## config.mk

```make
export PLATFORM = sky130hd
export DESIGN_NAME = mult4_accum
export DESIGN_NICKNAME = d
export VERILOG_FILES = /design/src/rtl/mult4_accum.sv
export SDC_FILE = /design/constraint.sdc
export NUM_CORES = 1
export LEC_CHECK = 0
export CORE_MARGIN = 2
export CORE_UTILIZATION = 50
export DETAILED_ROUTE_END_ITERATION = 7
export GPL_ROUTABILITY_DRIVEN = 0
export PLACE_DENSITY = 0.79
export SYNTH_ARGS = -nofsm -noshare
export SYNTH_HDL_FRONTEND = slang
export SYNTH_SLANG_ARGS = --single-unit
```

## constraint.sdc

```tcl
create_clock -name clk -period 4.01 [get_ports clk]
set_input_delay 0.401 -clock clk [delete_from_list [all_inputs] [get_ports clk]]
set_output_delay 0.401 -clock clk [all_outputs]
set_load 0.02 [all_outputs]
```

## src/rtl/mult4_accum.sv

```systemverilog
// rtl/mult4_accum.sv - saturating accumulator for 4x4 multiplier products
// Collects up to MAX_TERMS products and presents the sum with valid/ready handshake.
module mult4_accum #(
  parameter int ACC_W     = 12,
  parameter int MAX_TERMS = 16
) (
  input  logic             clk,
  input  logic             rst_n,
  input  logic             clr,
  input  logic [7:0]       p_in,
  input  logic             in_valid,
  input  logic             in_last,
  output logic             in_ready,
  output logic [ACC_W-1:0] acc_out,
  output logic [7:0]       term_cnt,
  output logic             ovf,
  output logic             out_valid,
  input  logic             out_ready
);

  typedef enum logic [1:0] {IDLE, ACC, DONE} state_t;

  localparam logic [7:0] MAX_CNT = 8'(MAX_TERMS);

  state_t           state, state_nx;
  logic [ACC_W-1:0] acc_nx;
  logic [7:0]       cnt_nx;
  logic             ovf_nx;
  logic             accept;
  logic [ACC_W:0]   sum;
  logic [7:0]       cnt_inc;

  // Handshake outputs come from state alone, so no input reaches an output.
  assign in_ready  = (state != DONE);
  assign out_valid = (state == DONE);

  always_comb begin
    state_nx = state;
    acc_nx   = acc_out;
    cnt_nx   = term_cnt;
    ovf_nx   = ovf;
    accept   = in_valid && (state != DONE);
    sum      = {1'b0, acc_out} + {{(ACC_W-7){1'b0}}, p_in};
    cnt_inc  = term_cnt + 8'd1;
    case (state)
      IDLE: begin
        if (accept) begin
          acc_nx   = {{(ACC_W-8){1'b0}}, p_in};
          cnt_nx   = 8'd1;
          ovf_nx   = 1'b0;
          state_nx = (in_last || (MAX_CNT == 8'd1)) ? DONE : ACC;
        end
      end
      ACC: begin
        if (accept) begin
          // An all-ones accumulator stays all ones: any nonzero term overflows again.
          if (sum[ACC_W]) begin
            acc_nx = '1;
            ovf_nx = 1'b1;
          end else begin
            acc_nx = sum[ACC_W-1:0];
          end
          cnt_nx   = cnt_inc;
          state_nx = (in_last || (cnt_inc == MAX_CNT)) ? DONE : ACC;
        end
      end
      DONE: begin
        if (out_ready) begin
          state_nx = IDLE;
          acc_nx   = '0;
          cnt_nx   = 8'd0;
          ovf_nx   = 1'b0;
        end
      end
      default: begin
        state_nx = IDLE;
        acc_nx   = '0;
        cnt_nx   = 8'd0;
        ovf_nx   = 1'b0;
      end
    endcase
  end

  // Reset and clr share one path; clr wins over any accept or handshake.
  always_ff @(posedge clk) begin
    if (!rst_n || clr) begin
      state    <= IDLE;
      acc_out  <= '0;
      term_cnt <= 8'd0;
      ovf      <= 1'b0;
    end else begin
      state    <= state_nx;
      acc_out  <= acc_nx;
      term_cnt <= cnt_nx;
      ovf      <= ovf_nx;
    end
  end

endmodule

```

-- Word-level counts from Yosys, hierarchy flattened
Index checks and enable logic that the tools add are counted.
- add/subtract/negate cells: 2
- equality and inequality tests: 8
- multiplexer cells: 20
- reduce and logical (&&, ||, !) cells: 7
- operators by type and width (operator ; number):
    12-bit 2-to-1 mux ; 4
    12-bit case mux with 3 select lines ; 1
    8-bit 2-to-1 mux ; 3
    8-bit case mux with 3 select lines ; 1
    12-bit by 8-bit adder with 13-bit output ; 1
    2-bit 2-to-1 mux ; 5
    8-bit by 1-bit adder with 8-bit output (second input constant) ; 1
    8-bit by 5-bit == test with 1-bit output (second input constant) ; 1
    2-bit != test (second input constant) ; 4
    2-bit case mux with 3 select lines ; 1
    1-bit 2-to-1 mux ; 4
    4-bit AND reduction ; 1
    1-bit case mux with 3 select lines ; 1
    3-bit AND reduction ; 1
    2-bit by 1-bit == test with 1-bit output (second input constant) ; 1
    2-bit == test (second input constant) ; 1
    2-bit zero test ; 1
    1-bit logical OR ; 2
    2-bit by 1-bit != test with 1-bit output (second input constant) ; 1
    1-bit logical AND ; 1
    1-bit zero test ; 1
- register bits: 23
- output and inout bits: 23
- logic and storage cells: 41

-- Depth between registers and ports, before layout
- depth after elaboration: 6
- gate-level depth with buffers: 7

-- Worst setup path before layout
OpenSTA, ideal clock, no wires.
- kind: input-to-reg
- from: input p_in[0]
- to: register acc_out[3]
- library setup time: 0.117 ns
- data arrival time: 1.972 ns
- data required time: 3.893 ns
- path slack: 1.921 ns
- cell stages on the path: 7
- cells stage by stage: ha_1 > fa_1 > a211o_1 > and3_1 > o21ai_2 > o211ai_1 > a32o_1
- word-level cells in the longest chain between the ends: 4
- ends and longest elaborated chain (item ; line ; text):
    start: declaration ; 10 ; input logic [7:0] p_in,
    12-bit by 8-bit adder with 13-bit output ; 43 ; sum = {1'b0, acc_out} + {{(ACC_W-7){1'b0}}, p_in};
    12-bit 2-to-1 mux ; 57 ; if (sum[ACC_W]) begin
    12-bit 2-to-1 mux ; 55 ; if (accept) begin
    12-bit case mux with 3 select lines ; 45 ; case (state)
    end signal: assignment ; 93 ; acc_out <= acc_nx;
    end: declaration ; 14 ; output logic [ACC_W-1:0] acc_out,
No other way between the ends. The select of a mux whose other input is x is not followed.
A chain may end at the register's enable or synchronous reset.

-- Worst setup path in the final report
Same ends and word-level chain as after synthesis.

==> reports/results.ini <==
[status]
outcome = completed

[cells_and_area]
layout_commonest_cell = clkdlybuf4s50_1
nets = 266
num_antenna_cells = 0
utilization_pct = 66.2
final_cell_mix = clkdlybuf4s50_1 (36), a21oi_1 (23), dfxtp_1 (23), nor2_1 (21), o21ai_0 (15)
nFillCells = 296
area_growth_pct = 23.8
drive_gt1_share_pct = 6.22

[clock_tree]
htreeDepth = 1
cts.sink_count = 23
clkTransAtPathRegs_ps = 130
clockRootBuffer = clkbuf_4
cts_tree = built
postCtsHoldBufs = 0
numCtsBuffers = 3
cts_resized = 0
cts_setup_buffers = 0
max-clock-path-buffers = 2
clk_latency_ps = 330

[synthesis]
synth_seq_cells = 23
synthFlopType = dfxtp_1
synth-edff-count = 0
synth_cells = 209
synth_cell_type_count = 57
yosysWarningCount = 0
syn_area_mm2 = 0.00166
synth_area_leaders = dfxtp_1 (28%), a21oi_1 (6.9%), ha_1 (6.8%)
syn_area_per_cell_um2 = 7.94
synth_top_area_share_pct = 27.8
syn_nets = 233
synthArstFlopShare_pct = 0
yosysTopAreaCell = dfxtp_1
ys_seq_area_share_pct = 27.8

[timing]
fmax_mhz = 431
worst_pin_slew_ps = 745
min_period_ps = 2320
finalSetupViolations = 0
period_share_pct = 57.8
finalHoldViolCount = 0
finalSetupTns_ps = 0
skew_ps = 3.23
final_max_slew_viol_count = 0
finalWorstSetupSlack_ps = 1690
relSlewSlack_pct = 50.3
rsz0062_at_grt = no

[grt]
grt_pass1_wl_um = 7090
grtUsageTotal_pct = 24.9
antenna_found_initial = 0
first_global_vias = 1493
grt_max_degree = 19
grt_remaining_overflow = 0

[worst_setup_path]
crit_chain = clkdlybuf4s50_1 > ha_1 > fa_1 > a211o_1 > and3_1 > o21ai_2 > o211ai_1 > a32o_1
cp.arrival_ps = 2560
r2r-start = acc_out[0]$_SDFFE_PP0P_
cp.required_ps = 4250
ff2ff_setup_slack_ps = 1870
start_kind = input pin
cp_slowest_stage_delay_ps = 430
cp_slowest_cell = clkdlybuf4s50_1
cp_top_family = compound AO/OA/AOI/OAI gates
timing.rr.end = acc_out[3]$_SDFFE_PP0P_
ff2ff_path_depth = 7
path_class = input pin to register
cp_max_fo = 3
worst-path-buf-inv = 1
worst_setup_path_end_kind = register

[floorplan]
std_cell_rows = 20
coreArea_mm2 = 0.00310
die_height_um = 61.6
floorplan.initialDensity_pct = 53.5
io_pins = 37
dieArea_mm2 = 0.00380
die_w_um = 61.6

[power_and_ir_drop]
power_mw = 0.456
power_density_mw_per_mm2 = 222
peakVddDrop_mv = 0.182
p_leak_nw = 0.746

[drt]
drt-met1-wl_um = 1930
viasPerCell = 6.09
wl_met2_um = 2040
wire_per_inst_um = 14.9
drc = 0
met3_length_um = 239
drt_wl_total_um = 4250
drtIter0Drc = 95
vias = 1736
highest_layer = met4
dr.pass1.iters = 4
antenna_left = 0

[min_path]
min-delay-start = acc_out[5]$_SDFFE_PP0P_
hold_path_end = acc_out[5]$_SDFFE_PP0P_
hold_class = register to register
hold_path_depth = 2

[placed_design]
dpl_worst_slack_ps = 1350
port_buffers = 36
dp_hpwl_um = 3110

[run]
drv_cap = 0

cells by family (layout without fill, tap and decap cells):
kind of cell	after synthesis	in the layout	share of synthesized area (%)
AO/OA/AOI/OAI	87	87	35.4
XOR/XNOR	4	4	2.11
adder cells (fa/ha/maj)	10	10	7.99
buffers and inverters	16	48	4.68
flip-flops	23	23	27.8
AND/OR/NAND/NOR	69	69	22.1
power breakdown:
part	total [mW]	leakage, nW	switching [mW]	internal [mW]
clock network	0.115	0.0177	0.0773	0.0375
logic	0.103	0.542	0.0562	0.0469
registers	0.238	0.186	0.00565	0.233
cell type report:
type / count / area (um2) / area share [%]
clock buffer: 3 / 22.5 / 1.10
clock inverter: 1 / 5.00 / 0.244
inverter: 8 / 30.0 / 1.46
multi-input combinational: 170 / 1120 / 54.6
sequential: 23 / 460 / 22.4
tap: 44 / 55.1 / 2.68
timing repair buffer: 36 / 360 / 17.5
through the flow:
stage | hold slack [ps] | instances | area, um2
detailed placement | 464 | 281 | 2030
global placement | 462 | 281 | 2030
global route | 522 | 285 | 2050
CTS | 484 | 285 | 2050
finish | 477 | 285 | 2050
floorplan | 521 | 209 | 1660
state kept, by name (all words and copies together), names as in the netlist:
signal / cells
acc_out: 12
ovf: 1
state: 2
term_cnt: 8
synthesized netlist by cell type (all sizes together) (4+ instances only):
master,n
a211oi,6
a21o,4
a21oi,25
a31oi,4
and3,9
clkbuf,5
dfxtp,23
ha,9
inv,8
nand2,15
nand3,4
nand3b,4
nor2,21
nor3,4
o21ai,19
worst max-delay path by stage:
stage	startpoint	end	slack (ps)	depth (start not counted)
detailed placement	p_in[0]	acc_out[3]$_SDFFE_PP0P_	1350	8
CTS	p_in[0]	acc_out[3]$_SDFFE_PP0P_	1710	8
floorplan	p_in[0]	acc_out[3]$_SDFFE_PP0P_	1920	7
finish	p_in[0]	acc_out[3]$_SDFFE_PP0P_	1690	8
global placement	p_in[0]	acc_out[3]$_SDFFE_PP0P_	1390	8
global route	p_in[0]	acc_out[3]$_SDFFE_PP0P_	1620	8
metal layers:
layer | global-route usage, % | vias to the layer above
met1 | 34.9 | 828
met2 | 39.7 | 48
met3 | 5.04 | 4
met4 | 5.17 | 0
li1 | - | 856
met5 | 0 | -
worst min-delay path: cells and delay by family, from the launching register on:
kind / cells / cell delay, ps
DFF: 1 / 350
and+or+nand+nor: 1 / 50
AOI/OAI and AO/OA: 1 / 50
(Power assumes the default switching activity.)
